$ cat src/rtl/simd_shift_seq.sv
// Multi-cycle SIMD shift sequencer: accepts a command, applies one single-bit
// per-lane shift per clock up to the clipped amount, then holds the result.
//
// state | meaning
// ------+--------------------------------------------------------------
// IDLE  | no command held, ready to accept
// SHIFT | shifting acc one bit per lane per clock, cnt steps remaining
// DONE  | result registered on out_data/out_valid, waiting for out_ready
module simd_shift_seq #(
   parameter int AMT_W = 3
) (
   input  logic             clk,
   input  logic             rst_n,
   input  logic             in_valid,
   output logic             in_ready,
   input  logic [7:0]       in_data,
   input  logic [1:0]       in_mode,
   input  logic             in_left,
   input  logic [AMT_W-1:0] in_amt,
   output logic             out_valid,
   input  logic             out_ready,
   output logic [7:0]       out_data,
   output logic             busy
);

   localparam int CNT_W = (AMT_W > 4) ? AMT_W : 4;

   typedef enum logic [1:0] {
      S_IDLE  = 2'd0,
      S_SHIFT = 2'd1,
      S_DONE  = 2'd2
   } state_t;

   state_t           state, state_nxt;
   logic [7:0]       acc, acc_nxt;
   logic [CNT_W-1:0] cnt, cnt_nxt;
   logic [1:0]       mode_q, mode_nxt;
   logic             left_q, left_nxt;
   logic             out_valid_nxt;
   logic [7:0]       out_data_nxt;
   logic [7:0]       acc_shift;
   logic [CNT_W-1:0] amt_ext;
   logic [CNT_W-1:0] in_lane_w;
   logic [CNT_W-1:0] in_cnt;
   logic             load;

   function automatic logic [CNT_W-1:0] lane_width(input logic [1:0] mode);
      case (mode)
         2'b01:   lane_width = CNT_W'(4);
         2'b10:   lane_width = CNT_W'(2);
         default: lane_width = CNT_W'(8);
      endcase
   endfunction

   // Bits that would cross into a neighbouring lane are masked off: the lane
   // LSBs after a left shift, the lane MSBs after a right shift.
   function automatic logic [7:0] shift_one(input logic [7:0] a,
                                            input logic [1:0] mode,
                                            input logic       left);
      logic [7:0] lsb_mask;
      logic [7:0] msb_mask;
      case (mode)
         2'b01: begin
            lsb_mask = 8'h11;
            msb_mask = 8'h88;
         end
         2'b10: begin
            lsb_mask = 8'h55;
            msb_mask = 8'hAA;
         end
         default: begin
            lsb_mask = 8'h01;
            msb_mask = 8'h80;
         end
      endcase
      if (left) shift_one = {a[6:0], 1'b0} & ~lsb_mask;
      else      shift_one = {1'b0, a[7:1]} & ~msb_mask;
   endfunction

   assign amt_ext   = CNT_W'(in_amt);
   assign in_lane_w = lane_width(in_mode);
   assign in_cnt    = (amt_ext >= in_lane_w) ? in_lane_w : amt_ext;
   assign acc_shift = shift_one(acc, mode_q, left_q);

   // A zero-count command sits in DONE for one clock with out_valid low before
   // the result is registered; in_ready stays low until that result retires.
   assign in_ready = (state == S_IDLE) ||
                     ((state == S_DONE) && out_valid && out_ready);
   assign busy     = (state != S_IDLE);

   always_comb begin
      state_nxt     = state;
      acc_nxt       = acc;
      cnt_nxt       = cnt;
      mode_nxt      = mode_q;
      left_nxt      = left_q;
      out_valid_nxt = out_valid;
      out_data_nxt  = out_data;
      load          = 1'b0;

      case (state)
         S_IDLE: begin
            if (in_valid) load = 1'b1;
         end
         S_SHIFT: begin
            acc_nxt = acc_shift;
            cnt_nxt = cnt - CNT_W'(1);
            if (cnt <= CNT_W'(1)) begin
               state_nxt     = S_DONE;
               out_valid_nxt = 1'b1;
               out_data_nxt  = acc_shift;
            end
         end
         S_DONE: begin
            if (!out_valid) begin
               out_valid_nxt = 1'b1;
               out_data_nxt  = acc;
            end else if (out_ready) begin
               out_valid_nxt = 1'b0;
               if (in_valid) load = 1'b1;
               else          state_nxt = S_IDLE;
            end
         end
         default: begin
            state_nxt     = S_IDLE;
            out_valid_nxt = 1'b0;
         end
      endcase

      if (load) begin
         acc_nxt       = in_data;
         cnt_nxt       = in_cnt;
         mode_nxt      = in_mode;
         left_nxt      = in_left;
         out_valid_nxt = 1'b0;
         state_nxt     = (in_cnt == '0) ? S_DONE : S_SHIFT;
      end
   end

   always_ff @(posedge clk or negedge rst_n) begin
      if (!rst_n) begin
         state     <= S_IDLE;
         acc       <= '0;
         cnt       <= '0;
         mode_q    <= '0;
         left_q    <= 1'b0;
         out_valid <= 1'b0;
         out_data  <= '0;
      end else begin
         state     <= state_nxt;
         acc       <= acc_nxt;
         cnt       <= cnt_nxt;
         mode_q    <= mode_nxt;
         left_q    <= left_nxt;
         out_valid <= out_valid_nxt;
         out_data  <= out_data_nxt;
      end
   end

endmodule

$ cat config.mk
export PLATFORM = sky130hd
export DESIGN_NAME = simd_shift_seq
export DESIGN_NICKNAME = d
export VERILOG_FILES = /design/src/rtl/simd_shift_seq.sv
export SDC_FILE = /design/constraint.sdc
export NUM_CORES = 1
export LEC_CHECK = 0
export CELL_PAD_IN_SITES_DETAIL_PLACEMENT = 1
export CELL_PAD_IN_SITES_GLOBAL_PLACEMENT = 1
export CORE_ASPECT_RATIO = 0.5
export CORE_MARGIN = 1.5
export CORE_UTILIZATION = 39
export DETAILED_ROUTE_END_ITERATION = 8
export PLACE_DENSITY = 0.75
export SLEW_MARGIN = 20
export SYNTH_ARGS = -nofsm -noshare
export SYNTH_HDL_FRONTEND = slang
export SYNTH_SLANG_ARGS = --single-unit
$ cat constraint.sdc
create_clock -name clk -period 2.3 [get_ports clk]
set_input_delay 0.69 -clock clk [delete_from_list [all_inputs] [get_ports clk]]
set_output_delay 0.69 -clock clk [all_outputs]
set_load 0.02 [all_outputs]
### After elaboration in Yosys (flattened, before gate mapping)

Index checks and enable logic that the tools add are counted.

| storage, ports and cells | value |
|---|---|
| logic and storage cells | 66 |
| output and inout bits | 11 |
| bits in registers | 26 |
| input port bits | 18 |

| operators by class | value |
|---|---|
| bitwise gates (word level) | 4 |
| reduce and logical (&&, ||, !) cells | 11 |
| eq/ne operators | 13 |
| $lt $le $gt $ge | 2 |
| add/sub/neg operators | 1 |
| mux-type cells | 28 |

Operators by type and width:

| cell | number |
|---|---|
| 8-bit 2-to-1 mux | 5 |
| 8-bit inverter | 2 |
| 8-bit one-hot mux with 2 select lines | 1 |
| 7-bit one-hot mux with 2 select lines | 1 |
| 2-bit 2-to-1 mux | 6 |
| 4-bit 2-to-1 mux | 3 |
| 3-bit inequality test, second input constant | 4 |
| 6-bit one-hot mux with 2 select lines | 1 |
| 7-bit by 8-bit bitwise AND with 8-bit output | 1 |
| 8-bit bitwise AND | 1 |
| 4-bit one-hot mux with 2 select lines | 1 |
| 1-bit 2-to-1 mux | 7 |
| 2-bit by 1-bit equality test with 1-bit output, second input constant | 3 |
| 2-bit equality test, second input constant | 3 |
| 2-bit inequality test, second input constant | 3 |
| 2-bit one-hot mux with 3 select lines | 1 |
| 2-bit nonzero test | 3 |
| 5-bit AND reduction | 1 |
| 3-bit by 4-bit >= comparator with 1-bit output | 1 |
| 4-bit by 1-bit less-or-equal comparator with 1-bit output, second input constant | 1 |
| 4-bit zero test | 1 |
| 4-bit by 1-bit subtractor with 4-bit output, second input constant | 1 |
| 1-bit one-hot mux with 3 select lines | 1 |
| 3-bit AND reduction | 1 |
| other kinds (5) | 6 |

### Logic depth before layout (Yosys ltp)

| depth | value |
|---|---|
| depth after elaboration | 7 |
| mapped depth | 8 |

### Worst setup path before layout

No wires, ideal clock.

| timing path | value |
|---|---|
| path kind | input -> register |
| start | input in_mode[1] |
| end | register state[0] |
| setup time | 120 ps |
| path slack | 350 ps |
| arrival | 1,830 ps |
| buffers on the path | 0 |
| stages | 8 |
| path through | inv_1 -> ha_1 -> inv_1 -> ha_1 -> o21bai_1 -> a21o_1 -> a211oi_1 -> a31o_2 |

| on the way | value |
|---|---|
| word-level cells in the longest chain between the ends | 7 |
| elaborated cells on any way between the ends | 8 |
| classes of those cells | order compare (1); eq/ne (2); mux (4); reduce/logical (1) |

RTL lines:

| what | line | source |
|---|---|---|
| start: declaration | 17 | `input logic [1:0] in_mode,` |
| 2-bit equality test / 2-bit by 1-bit equality test with 1-bit output (equally long branches) | 48 | `case (mode)` |
| 4-bit one-hot mux with 2 select lines * | 48 |  |
| 3-bit by 4-bit >= comparator with 1-bit output | 82 | `assign in_cnt = (amt_ext >= in_lane_w) ? in_lane_w : amt_ext;` |
| 4-bit 2-to-1 mux * | 82 |  |
| 4-bit zero test * | 136 | `state_nxt = (in_cnt == '0) ? S_DONE : S_SHIFT;` |
| 2-bit 2-to-1 mux * | 136 |  |
| 2-bit 2-to-1 mux * | 130 | `if (load) begin` |
| end signal: assignment | 150 | `state <= state_nxt;` |
| end: declaration | 34 | `state_t state, state_nxt;` |

Mark *: on every way between the ends. The rest lies on a longest branch, timed or not.
A chain may end at the register's enable or synchronous reset.

### Worst setup path after layout

| timing path | value |
|---|---|
| start | input out_ready |
| end | output in_ready |

| on the way | value |
|---|---|
| word-level cells in the longest chain between the ends | 2 |

RTL lines:

| what | line | source |
|---|---|---|
| start: declaration | 21 | `input logic out_ready,` |
| 1-bit logical AND | 88 | `((state == S_DONE) && out_valid && out_ready);` |
| 1-bit logical OR | 87 | `assign in_ready = (state == S_IDLE) \|\|` |
| end: declaration | 15 | `output logic in_ready,` |

Every way passes these cells.

==> results.toml <==
[yosys]
synth_warnings = 0
yosys_cell_types = 38
synth_seq_cells = 26
synth_xor_area_share_pct = 1.69
synth-edff-count = 0
post_synth_instance_area_sq_mm = 0.00156
netlist.area_leader.share_pct = 41.8
syn-mean-instance-area_sq_um = 9.50
dominant_combinational_cell_family_by_area_after_synthesis = "compound AO/OA/AOI/OAI gates"
synth-adder-area-share_pct = 8.03
syn_nets = 192
yosys.area.top_type = "dfrtp_1"
synthArstFlopShare_pct = 100
synth_ff_type = "dfrtp_1"
synth.yosys.seq_area_share_pct = 41.8
synthMuxAreaShare_pct = 8.27
synth_compound_gate_area_share_pct = 20.4
netlist_top_cells_area = "dfrtp_1, ha_1, mux2_2, nand2_1, o21ai_0"
syn_inst = 164
synth_simple_gate_area_share_pct = 14.1

[min_path]
worst_hold_path_type = "register to register"
worstHoldPathCells = 1
worst_hold_startpoint = "out_data[4]"
hold-path-endpoint = "out_data[4]"

[die]
floorplan.initialDensity_pct = 43.0
pin_count = 29
fp.dieH_um = 47.7
dieWidth_um = 92.4
num_rows = 15
total_die_area_sq_mm = 0.00441
placeableCoreArea_sq_mm = 0.00362

[layout]
final_cell_mix = "dfrtp_1, clkdlybuf4s50_1, nand2_1"
n_fill_cell = 427
post_layout_nonfiller_instances = 249
finish.instance_area_sq_mm = 0.00202
multi_input_comb_area_sq_um = 831
total_nets_final = 227
final_common_cell = "dfrtp_1"
diodes = 0
area_growth_syn_to_layout_pct = 29.4
regArea_sq_um = 651
drive_above_1_share_pct = 15.2

[job]
number_of_violations_of_the_max_capacitance_limit = 0

[timing]
layout_min_cycle_time_ps = 2220
grt_setup_unrepaired = "no"
hold_violations = 0
slew_viol_final = 0
clock-skew-final_ps = 2.37
setup_viol_count_final = 0
finalCritPeriodShare_pct = 96.4
final.hold.worst_slack_ps = 514
worst-slew-pin-transition_ps = 488
achievable-frequency_mhz = 451
maxSlewHeadroom_pct = 67.4
finalSetupTns_ps = 0

[global_route]
grt.total_usage_pct = 19.0
first_global_vias = 1299
grt_pass1_wl_um = 6290
grt_max_degree = 27
overflow = 0
initial_antenna_violation_count = 0

[place]
postPlaceCellArea_sq_mm = 0.00194
routabilityCongestion = 0.749
dp.final_hpwl_um = 2720
port_buffers = 28
numPlacedInstances = 245

[critical_path]
reg2reg_setup_slack_ps = 400
data_required_time_of_the_critical_path_ps = 1610
crit_fanout = 3
cpMaxStageDelayCell = "clkdlybuf4s50_1"
regToRegStartpoint = "cnt[1]"
worstSetupEndpointType = "output pin"
start_kind = "input port"
worstPathArrival_ps = 1530
worst_r2r_path_depth = 6
timing.critical_path.from = "out_ready"
r2r_end = "out_data[7]"
critical-path-top-delay-family = "buffers and inverters"
cpPeakStageDelay_ps = 430
critPathBufInv = 2
criticalPathCategory = "input port to output pin"
critical_path.cell_chain = "clkdlybuf4s50_1 > a31o_2 > buf_2"

[power_and_ir_drop]
power.sequential.fraction_pct = 31.6
clock_power_share_pct = 13.8
p_sw_uw = 1130
peakVddDrop_v = 0.000627
cellLeakagePower_uw = 0.000927
comb_power_share_pct = 54.6
p_sw_share_pct = 40.7
power_report.internal_total_uw = 1640
cellPowerDensity_mw_per_mm2 = 1380

[drt]
route.detailed.drc = 0
route.detailed.vias_per_inst = 5.24
wl_per_cell_um = 14.3
drt_first_pass_iters = 4
ant_nets = 0
drt-initial-drc-count = 52
dr_total_vias = 1304
routed_wirelength_um = 3560

[cts]
numCtsBuffers = 3
clk-insertion-delay-late_ps = 270
clock_path_buffers = 2
cts_setup_buffers = 0
cts_sinks = 26
tritoncts = "built"
postCtsHoldBufs = 0
clk_transition_reported_paths_ps = 90
cts_htree_levels = 1
clock-root-buffer = "clkbuf_8"

[status]
run_status = "complete, no violations"
## registers in the layout (all words and copies together), names as in the netlist
name       flops
out_valid      1
acc            8
left_q         1
mode_q         2
state          2
cnt            4
out_data       8
## kinds of logic (layout without fill, tap and decap cells)
| logic type | after synthesis | in the layout |
|---|---|---|
| muxes | 12 | 12 |
| DFF | 26 | 26 |
| and+or+nand+nor | 46 | 46 |
| buffers and inverters | 20 | 54 |
| adders and majority gates | 10 | 10 |
| xor gates and xnor gates | 3 | 3 |
| AOI/OAI and AO/OA | 47 | 47 |
## repair_timing
| item | 4_1_cts | 5_1_grt |
|---|---|---|
| pin swaps | 1 | 1 |
| endpoints found under the setup margin | 5 | 4 |
| resized for setup | 8 | 3 |
## metrics by stage
stage          utilization, %  power, uW  setup slack (ps)
6_report                 55.6       2770              83.9
5_1_grt                  55.6       3030              45.8
4_1_cts                  55.4       2810              2.31
3_5_place_dp             53.5       2430              -337
3_3_place_gp             53.5       2370              -311
2_1_floorplan               -       1920               350
## cell type report
cell class	instances	area share, %
multi-input cells	118	41.2
flip-flops and latches	26	32.3
repair buffers	39	17.8
well taps	51	3.17
clock buffers	3	2.05
inverters	11	2.05
clock inverters	1	1.49
## power groups by stage
stage          combinational (uW)  clock [uW]  sequential [uW]
6_report                     1510         383              875
5_1_grt                      1700         411              916
4_1_cts                      1540         397              877
3_5_place_dp                 1540           0              886
3_3_place_gp                 1490           0              873
2_1_floorplan                1030           0              899
## cells in the mapped netlist (2+ instances only)
master,n
clkbuf_1,3
dfrtp_1,26
nor2b_1,5
o21ai_0,13
ha_1,10
mux2i_1,5
a31o_2,2
xnor2_1,3
a21o_1,7
a21oi_1,4
inv_1,11
nand2_1,18
a211oi_1,8
buf_2,5
a22oi_1,2
mux2_2,7
nand2b_1,2
a31oi_1,3
nor2_1,11
## worst max path at each step
stage	slack (ps)	end	cells past startpoint
detailed placement	-340	in_ready	3
finish	80	in_ready	3
global route	50	in_ready	3
floorplan	350	state[0]	8
CTS	2	state[0]	8
global placement	-310	in_ready	3
## routing by layer
| layer | GRT usage [%] | vias up | share of wire (%) |
|---|---|---|---|
| met4 | 4.62 | 0 | 0.87 |
| met3 | 3.33 | 5 | 2.3 |
| met2 | 34.7 | 18 | 47 |
| met5 | 0 | - | 0 |
| met1 | 24.5 | 635 | 50 |
| li1 | - | 646 | - |
Power figures use the tool's default switching activity.
